<file path="config.mk">
export PLATFORM = sky130hd
export DESIGN_NAME = lstm_seq_driver_flat
export DESIGN_NICKNAME = d
export VERILOG_FILES = /design/src/rtl/lstm_seq_driver_if.sv /design/src/rtl/lstm_seq_driver.sv /design/src/flat_wrapper.sv
export SDC_FILE = /design/constraint.sdc
export NUM_CORES = 1
export LEC_CHECK = 0
export CORE_MARGIN = 4
export CORE_UTILIZATION = 35
export CTS_BUF_LIST = sky130_fd_sc_hd__clkbuf_16
export DETAILED_ROUTE_END_ITERATION = 8
export GPL_TIMING_DRIVEN = 1
export PLACE_DENSITY = 0.77
export SYNTH_ARGS = -nofsm -noshare
export SYNTH_HDL_FRONTEND = slang
export SYNTH_SLANG_ARGS = --single-unit
</file>
<file path="constraint.sdc">
create_clock -name clk -period 1.39 [get_ports clk]
set_input_delay 0.3475 -clock clk [delete_from_list [all_inputs] [get_ports clk]]
set_output_delay 0.3475 -clock clk [all_outputs]
set_load 0.005 [all_outputs]
</file>
<file path="src/rtl/lstm_seq_driver_if.sv">
// Handshake and data bundle between the LSTM sequence driver and its
// neighbours: upstream sample stream, the LSTM cell, and the final-h result.
// The master modport is the driver's view; the slave modport is the view of
// everything around it (stream source, cell, result sink).
interface lstm_seq_driver_if #(
  parameter int WIDTH = 16
);

  // Upstream sequence samples
  logic [WIDTH-1:0] s_data;
  logic             s_valid;
  logic             s_ready;
  logic             s_last;

  // Cell input side: sample plus recurrent state
  logic [WIDTH-1:0] x_in;
  logic             x_valid;
  logic             x_ready;
  logic [WIDTH-1:0] h_in;
  logic [WIDTH-1:0] C_in;

  // Cell output side
  logic [WIDTH-1:0] y_out;
  logic [WIDTH-1:0] C_out;
  logic             y_valid;

  // Final hidden state of a sequence
  logic [WIDTH-1:0] m_data;
  logic             m_valid;
  logic             m_ready;

  modport master (
    input  s_data, s_valid, s_last,
    output s_ready,
    output x_in, x_valid, h_in, C_in,
    input  x_ready,
    input  y_out, C_out, y_valid,
    output m_data, m_valid,
    input  m_ready
  );

  modport slave (
    output s_data, s_valid, s_last,
    input  s_ready,
    input  x_in, x_valid, h_in, C_in,
    output x_ready,
    output y_out, C_out, y_valid,
    input  m_data, m_valid,
    output m_ready
  );

endinterface

</file>
<file path="src/rtl/lstm_seq_driver.sv">
// LSTM sequence driver.
// Walks one sequence of samples through an external LSTM cell, one step at a
// time: accept a sample, present it to the cell together with the recurrent
// hidden/cell state, wait for the cell's answer, and fold that answer back in
// as the state for the next step. After the sample flagged last, the final
// hidden state is offered on the result handshake; accepting it clears the
// recurrent state so the next sequence starts from h = C = 0.
//
// Data is never modified: samples, h and C are two's-complement values that
// pass through bit-exact.
//
// Optional build macro LSTM_SEQ_TIMEOUT_EN: adds a WAIT watchdog. 256
// consecutive WAIT cycles without a cell answer set the sticky timeout_err
// output and force the result phase with the current hidden state.
module lstm_seq_driver #(
  parameter int WIDTH = 16,
  parameter int CNT_W = 8
) (
  input  logic              clk,
  input  logic              rst,
  lstm_seq_driver_if.master bus,
  output logic [CNT_W-1:0]  step_count,
  output logic              busy
`ifdef LSTM_SEQ_TIMEOUT_EN
  ,
  output logic              timeout_err
`endif
);

  typedef enum logic [1:0] {
    ST_LOAD,
    ST_ISSUE,
    ST_WAIT,
    ST_DONE
  } state_e;

  localparam logic [CNT_W-1:0] CNT_MAX = {CNT_W{1'b1}};

  state_e             state_q, state_d;
  logic [WIDTH-1:0]   x_q, x_d;
  logic               last_q, last_d;
  logic [WIDTH-1:0]   h_q, h_d;
  logic [WIDTH-1:0]   c_q, c_d;
  logic [CNT_W-1:0]   cnt_q, cnt_d;

`ifdef LSTM_SEQ_TIMEOUT_EN
  logic [7:0]         wait_q, wait_d;
  logic               tmo_q, tmo_d;
`endif

  // State and datapath registers, synchronous active-high reset
  always_ff @(posedge clk) begin
    // NOTE: sequential state uses non-blocking assignments only, so every
    // register samples the pre-edge value of every other register.
    if (rst) begin
      // NOTE: every register here is a plain flop (no memory arrays), so all
      // of them are reset; outputs derived from them then come up at zero.
      state_q <= ST_LOAD;
      x_q     <= '0;
      last_q  <= 1'b0;
      h_q     <= '0;
      c_q     <= '0;
      cnt_q   <= '0;
`ifdef LSTM_SEQ_TIMEOUT_EN
      wait_q  <= '0;
      tmo_q   <= 1'b0;
`endif
    end else begin
      state_q <= state_d;
      x_q     <= x_d;
      last_q  <= last_d;
      h_q     <= h_d;
      c_q     <= c_d;
      cnt_q   <= cnt_d;
`ifdef LSTM_SEQ_TIMEOUT_EN
      wait_q  <= wait_d;
      tmo_q   <= tmo_d;
`endif
    end
  end

  // Next-state, datapath updates and handshake outputs
  always_comb begin
    // NOTE: every signal written in this block gets a default first, so no
    // path through the case statement can leave one unassigned (no latches).
    state_d     = state_q;
    x_d         = x_q;
    last_d      = last_q;
    h_d         = h_q;
    c_d         = c_q;
    cnt_d       = cnt_q;
`ifdef LSTM_SEQ_TIMEOUT_EN
    wait_d      = '0;
    tmo_d       = tmo_q;
`endif
    bus.s_ready = 1'b0;
    bus.x_valid = 1'b0;
    bus.m_valid = 1'b0;
    busy        = 1'b1;

    unique case (state_q)
      ST_LOAD: begin
        bus.s_ready = 1'b1;
        busy        = 1'b0;
        if (bus.s_valid) begin
          x_d     = bus.s_data;
          last_d  = bus.s_last;
          state_d = ST_ISSUE;
        end
      end

      ST_ISSUE: begin
        bus.x_valid = 1'b1;
        if (bus.x_ready) begin
          state_d = ST_WAIT;
        end
      end

      ST_WAIT: begin
        // A cell answer is only meaningful here; anywhere else it is dropped.
        if (bus.y_valid) begin
          h_d     = bus.y_out;
          c_d     = bus.C_out;
          cnt_d   = (cnt_q == CNT_MAX) ? cnt_q : cnt_q + CNT_W'(1);
          state_d = last_q ? ST_DONE : ST_LOAD;
        end
`ifdef LSTM_SEQ_TIMEOUT_EN
        // wait_q counts WAIT cycles already spent; 255 means this is the 256th.
        else if (wait_q == 8'hFF) begin
          tmo_d   = 1'b1;
          state_d = ST_DONE;
        end else begin
          wait_d  = wait_q + 8'd1;
        end
`endif
      end

      ST_DONE: begin
        bus.m_valid = 1'b1;
        if (bus.m_ready) begin
          h_d     = '0;
          c_d     = '0;
          cnt_d   = '0;
          state_d = ST_LOAD;
        end
      end

      default: begin
        state_d = ST_LOAD;
      end
    endcase
  end

  // Registered values shown directly; h/C feed the cell continuously
  assign bus.x_in   = x_q;
  assign bus.h_in   = h_q;
  assign bus.C_in   = c_q;
  assign bus.m_data = h_q;
  assign step_count = cnt_q;
`ifdef LSTM_SEQ_TIMEOUT_EN
  assign timeout_err = tmo_q;
`endif

endmodule

</file>
<file path="src/flat_wrapper.sv">
// flat-port wrapper written by rule: the top's interface ports become plain ports
module lstm_seq_driver_flat 
#(
  parameter int WIDTH = 16,
  parameter int CNT_W = 8
)
  (clk, rst, step_count, busy, bus_s_data, bus_s_valid, bus_s_last, bus_s_ready, bus_x_in, bus_x_valid, bus_h_in, bus_C_in, bus_x_ready, bus_y_out, bus_C_out, bus_y_valid, bus_m_data, bus_m_valid, bus_m_ready);
  lstm_seq_driver_if #(.WIDTH(WIDTH)) bus_i ();
  input  logic clk;
  input  logic rst;
  output logic [CNT_W-1:0] step_count;
  output logic busy;
  input wire logic [$bits(bus_i.s_data)-1:0] bus_s_data;
  input wire logic [$bits(bus_i.s_valid)-1:0] bus_s_valid;
  input wire logic [$bits(bus_i.s_last)-1:0] bus_s_last;
  output wire logic [$bits(bus_i.s_ready)-1:0] bus_s_ready;
  output wire logic [$bits(bus_i.x_in)-1:0] bus_x_in;
  output wire logic [$bits(bus_i.x_valid)-1:0] bus_x_valid;
  output wire logic [$bits(bus_i.h_in)-1:0] bus_h_in;
  output wire logic [$bits(bus_i.C_in)-1:0] bus_C_in;
  input wire logic [$bits(bus_i.x_ready)-1:0] bus_x_ready;
  input wire logic [$bits(bus_i.y_out)-1:0] bus_y_out;
  input wire logic [$bits(bus_i.C_out)-1:0] bus_C_out;
  input wire logic [$bits(bus_i.y_valid)-1:0] bus_y_valid;
  output wire logic [$bits(bus_i.m_data)-1:0] bus_m_data;
  output wire logic [$bits(bus_i.m_valid)-1:0] bus_m_valid;
  input wire logic [$bits(bus_i.m_ready)-1:0] bus_m_ready;
  assign bus_i.s_data = bus_s_data;
  assign bus_i.s_valid = bus_s_valid;
  assign bus_i.s_last = bus_s_last;
  assign bus_s_ready = bus_i.s_ready;
  assign bus_x_in = bus_i.x_in;
  assign bus_x_valid = bus_i.x_valid;
  assign bus_h_in = bus_i.h_in;
  assign bus_C_in = bus_i.C_in;
  assign bus_i.x_ready = bus_x_ready;
  assign bus_i.y_out = bus_y_out;
  assign bus_i.C_out = bus_C_out;
  assign bus_i.y_valid = bus_y_valid;
  assign bus_m_data = bus_i.m_data;
  assign bus_m_valid = bus_i.m_valid;
  assign bus_i.m_ready = bus_m_ready;
  lstm_seq_driver #(.WIDTH(WIDTH), .CNT_W(CNT_W)) u_core (.clk(clk), .rst(rst), .bus(bus_i), .step_count(step_count), .busy(busy));
endmodule
</file>
==> out/qor.yml <==
sta:
  rsz0062_at_grt: "yes"
  fmax_mhz: 680.9
  min_period_ns: 1.469
  worst_slew_pin_slew_ns: 0.3678
  skew_ns: 0.004819
  finalCritPeriodShare: 1.057
  final_hold_viol_count: 0
  fin_setup_tns_ns: -1.179
  slew_headroom: 0.7544
  slew_viol_final: 0
  setup_ws_ns: -0.07868
  finalSetupViolations: 42
worst_setup_path:
  slowest_stage: "clkdlybuf4s50_1"
  max_stage_delay_ns: 0.49
  worstSetupPathType: "input pin to register"
  worstPathRequired_ns: 1.60
  path_max_fanout: 4
  cp-end-kind: "register"
  worstRegToRegCells: 5
  start_kind: "input pin"
  cp.arrival_ns: 1.68
  worstPathCellList: "clkdlybuf4s50_1, mux2_4, o311a_4, nand4_4, a2111oi_4"
clocking:
  path_clk_slew_ns: 0.05
  root_buffer: "clkbuf_16"
  h-tree-depth: 3
  clk_latency_ns: 0.32
  cts_buffer_depth: 2
  clock_sinks: 59
  cts_buffers: 9
  cts_tree: "done"
worst_hold_path:
  hp-class: "input pin to register"
  hold_depth: 2
power_and_ir_drop:
  pwr_density_cell_nw_per_um2: 1097
  p_leak_nw: 2.146
  ir_drop_mv: 0.8859
  power_mw: 5.308
routing:
  dr_total_vias: 2562
  dr.pass1.iters: 4
  wl_per_cell_um: 16.43
  wl_um: 8314
  final_antenna_net_count: 0
  drc: 0
  drt_iter0_markers: 85
  vias_per_cell: 5.063
final_layout:
  diodes: 0
  multi_input_area_um2: 1359
  area_growth_pct: 103.2
  fill_cells: 465
  final_layout_size_suffix_gt1_frac: 0.3916
  final-seq-area_um2: 1220
  fin_nets: 480
  final_cells: 506
place:
  gp_congestion: 0.8671
  dp_cells: 473
  dp_slack_ns: -0.3705
  dp_hpwl_um: 5087
  port_buffers: 130
global_routing:
  grt-ovfl-total: 0
  grt_usage: 0.1889
  grt_pass1_wl_um: 12560
  antenna_found_initial: 0
  grt_max_degree: 27
  grt_pass1_vias: 2562
die:
  die_h_um: 90.50
  core-area_um2: 6495
  io_pins: 131
  start_util: 0.3668
  dieArea_um2: 8190
  die_w_um: 90.50
  row_count: 29
logic_synthesis:
  synth_compound_area_frac: 0.2269
  synth_adder_area_share: 0.005252
  synth_common_cells: "59 x dfxtp_1, 41 x nand2_1, 37 x nor2_1"
  synth_seq_cells: 59
  yosysUniqueCellTypes: 32
  synthFlopType: "dfxtp_1"
  synth_cells: 271
  synth_top_area_frac: 0.4958
  yosys.area_share.simple: 0.1633
  syn_area_um2: 2382
  syn_nets: 327
  synth_most_common_cell: "dfxtp_1"
  synth_top_family_by_area: "compound AO/OA/AOI/OAI gates"
  synth_edf_count: 0
  yosys-top-cells-area: "dfxtp_1 50%, a22oi_1 10%, nand2_1 6.5%"
  synthMuxAreaShare: 0.006303
  synthArstFlopShare: 0
  synth.avg_cell_area_um2: 8.791
  ys_warn_count: 0
  synth_xor_xnor_area_share: 0
  yosysSeqAreaShare: 0.4958
  yosysTopAreaCell: "dfxtp_1"
outcome:
  status: "finished with violations"
  violations: "setup timing"
job:
  drv_cap: 0
path summary, 6_finish.rpt:
kind / start / endpoint / slack [ns]
worst max-delay path: bus_y_valid / u_core.step_count[6] / -0.08
worst min-delay path: rst / u_core.step_count[2] / 0.34
worst max register to register: u_core.state_q[0] / u_core.step_count[5] / -0.07
worst min register to register: u_core.bus.x_in[14] / u_core.bus.x_in[14] / 0.46
layer usage:
metal,share of wire,GRT usage
met1,0.40,0.2181
met2,0.51,0.3261
met3,0.076,0.06500
met4,0.014,0.05995
met5,0,0
area by class of cell:
cell class / count / area share
sequential: 59 / 0.2521
timing repair buffer: 177 / 0.3723
clock buffer: 9 / 0.04654
inverter: 9 / 0.007497
multi-input combinational: 168 / 0.2808
tap: 77 / 0.01991
clock inverter: 7 / 0.02094
report_power, final:
part / internal [mW] / switching, mW
clock network: 1.58 / 0.804
registers: 1.77 / 0.0556
logic: 0.636 / 0.460
total: 3.99 / 1.32
flip-flops by register name (all words and copies together), names as in the netlist:
| name | cells |
|---|---|
| u_core.bus.C_in | 16 |
| u_core.bus.h_in | 16 |
| u_core.bus.x_in | 16 |
| u_core.step_count | 8 |
| u_core.state_q | 2 |
| u_core.last_q | 1 |
what timing repair did:
action / 4_1_cts / 5_1_grt
pin swaps: 22 / 42
setup buffers: 6 / 4
endpoints found under the setup margin: 117 / 66
hold buffers: 0 / 0
hold endpoints to repair: 0 / 0
gates resized for setup: 155 / 64
cloned: 5 / 3
kinds of logic (layout without fill, tap and decap cells):
| kind of cell | after synthesis | after routing |
|---|---|---|
| AND/OR/NAND/NOR | 93 | 93 |
| AO/OA/AOI/OAI | 73 | 73 |
| flip-flops | 59 | 59 |
| buffers and inverters | 44 | 202 |
| adder cells (fa/ha/maj) | 1 | 1 |
| multiplexers | 1 | 1 |
cells in the final DEF (no fill, tap or decap), drive strengths merged, types with 2 or more instances in the layout:
cell type      Yosys  layout
clkinvlp           0       2
clkdlybuf4s50      0      53
o211ai             2       2
dfxtp             59      59
a211oi             2       2
or3                2       2
a22oi             32      32
nand3              6       6
nand2             41      41
nor3               2       2
clkdlybuf4s15      0       5
o32ai              3       3
inv                9      10
buf               26      48
and2               2       2
nor2              37      37
dlygate4sd2        0      67
clkbuf             9      13
clkinv             0       2
o21a               3       3
bufinv             0       2
a21oi             23      23
per-stage QoR:
stage | cell area, um2 | util | hold slack [ns]
2_1_floorplan | 2412 | - | 0.4367
3_3_place_gp | 3870 | 0.5958 | 0.4412
3_5_place_dp | 3870 | 0.5958 | 0.4463
4_1_cts | 4487 | 0.6908 | 0.3271
5_1_grt | 4840 | 0.7451 | 0.3614
6_report | 4840 | 0.7451 | 0.3374
critical path: cells and delay by family:
kind                   cells  cell delay (ns)
and+or+nand+nor            1             0.11
AOI/OAI and AO/OA          2             0.54
buffers and inverters      1             0.49
muxes                      1             0.20
No activity file was read; power rests on OpenSTA's default activity.
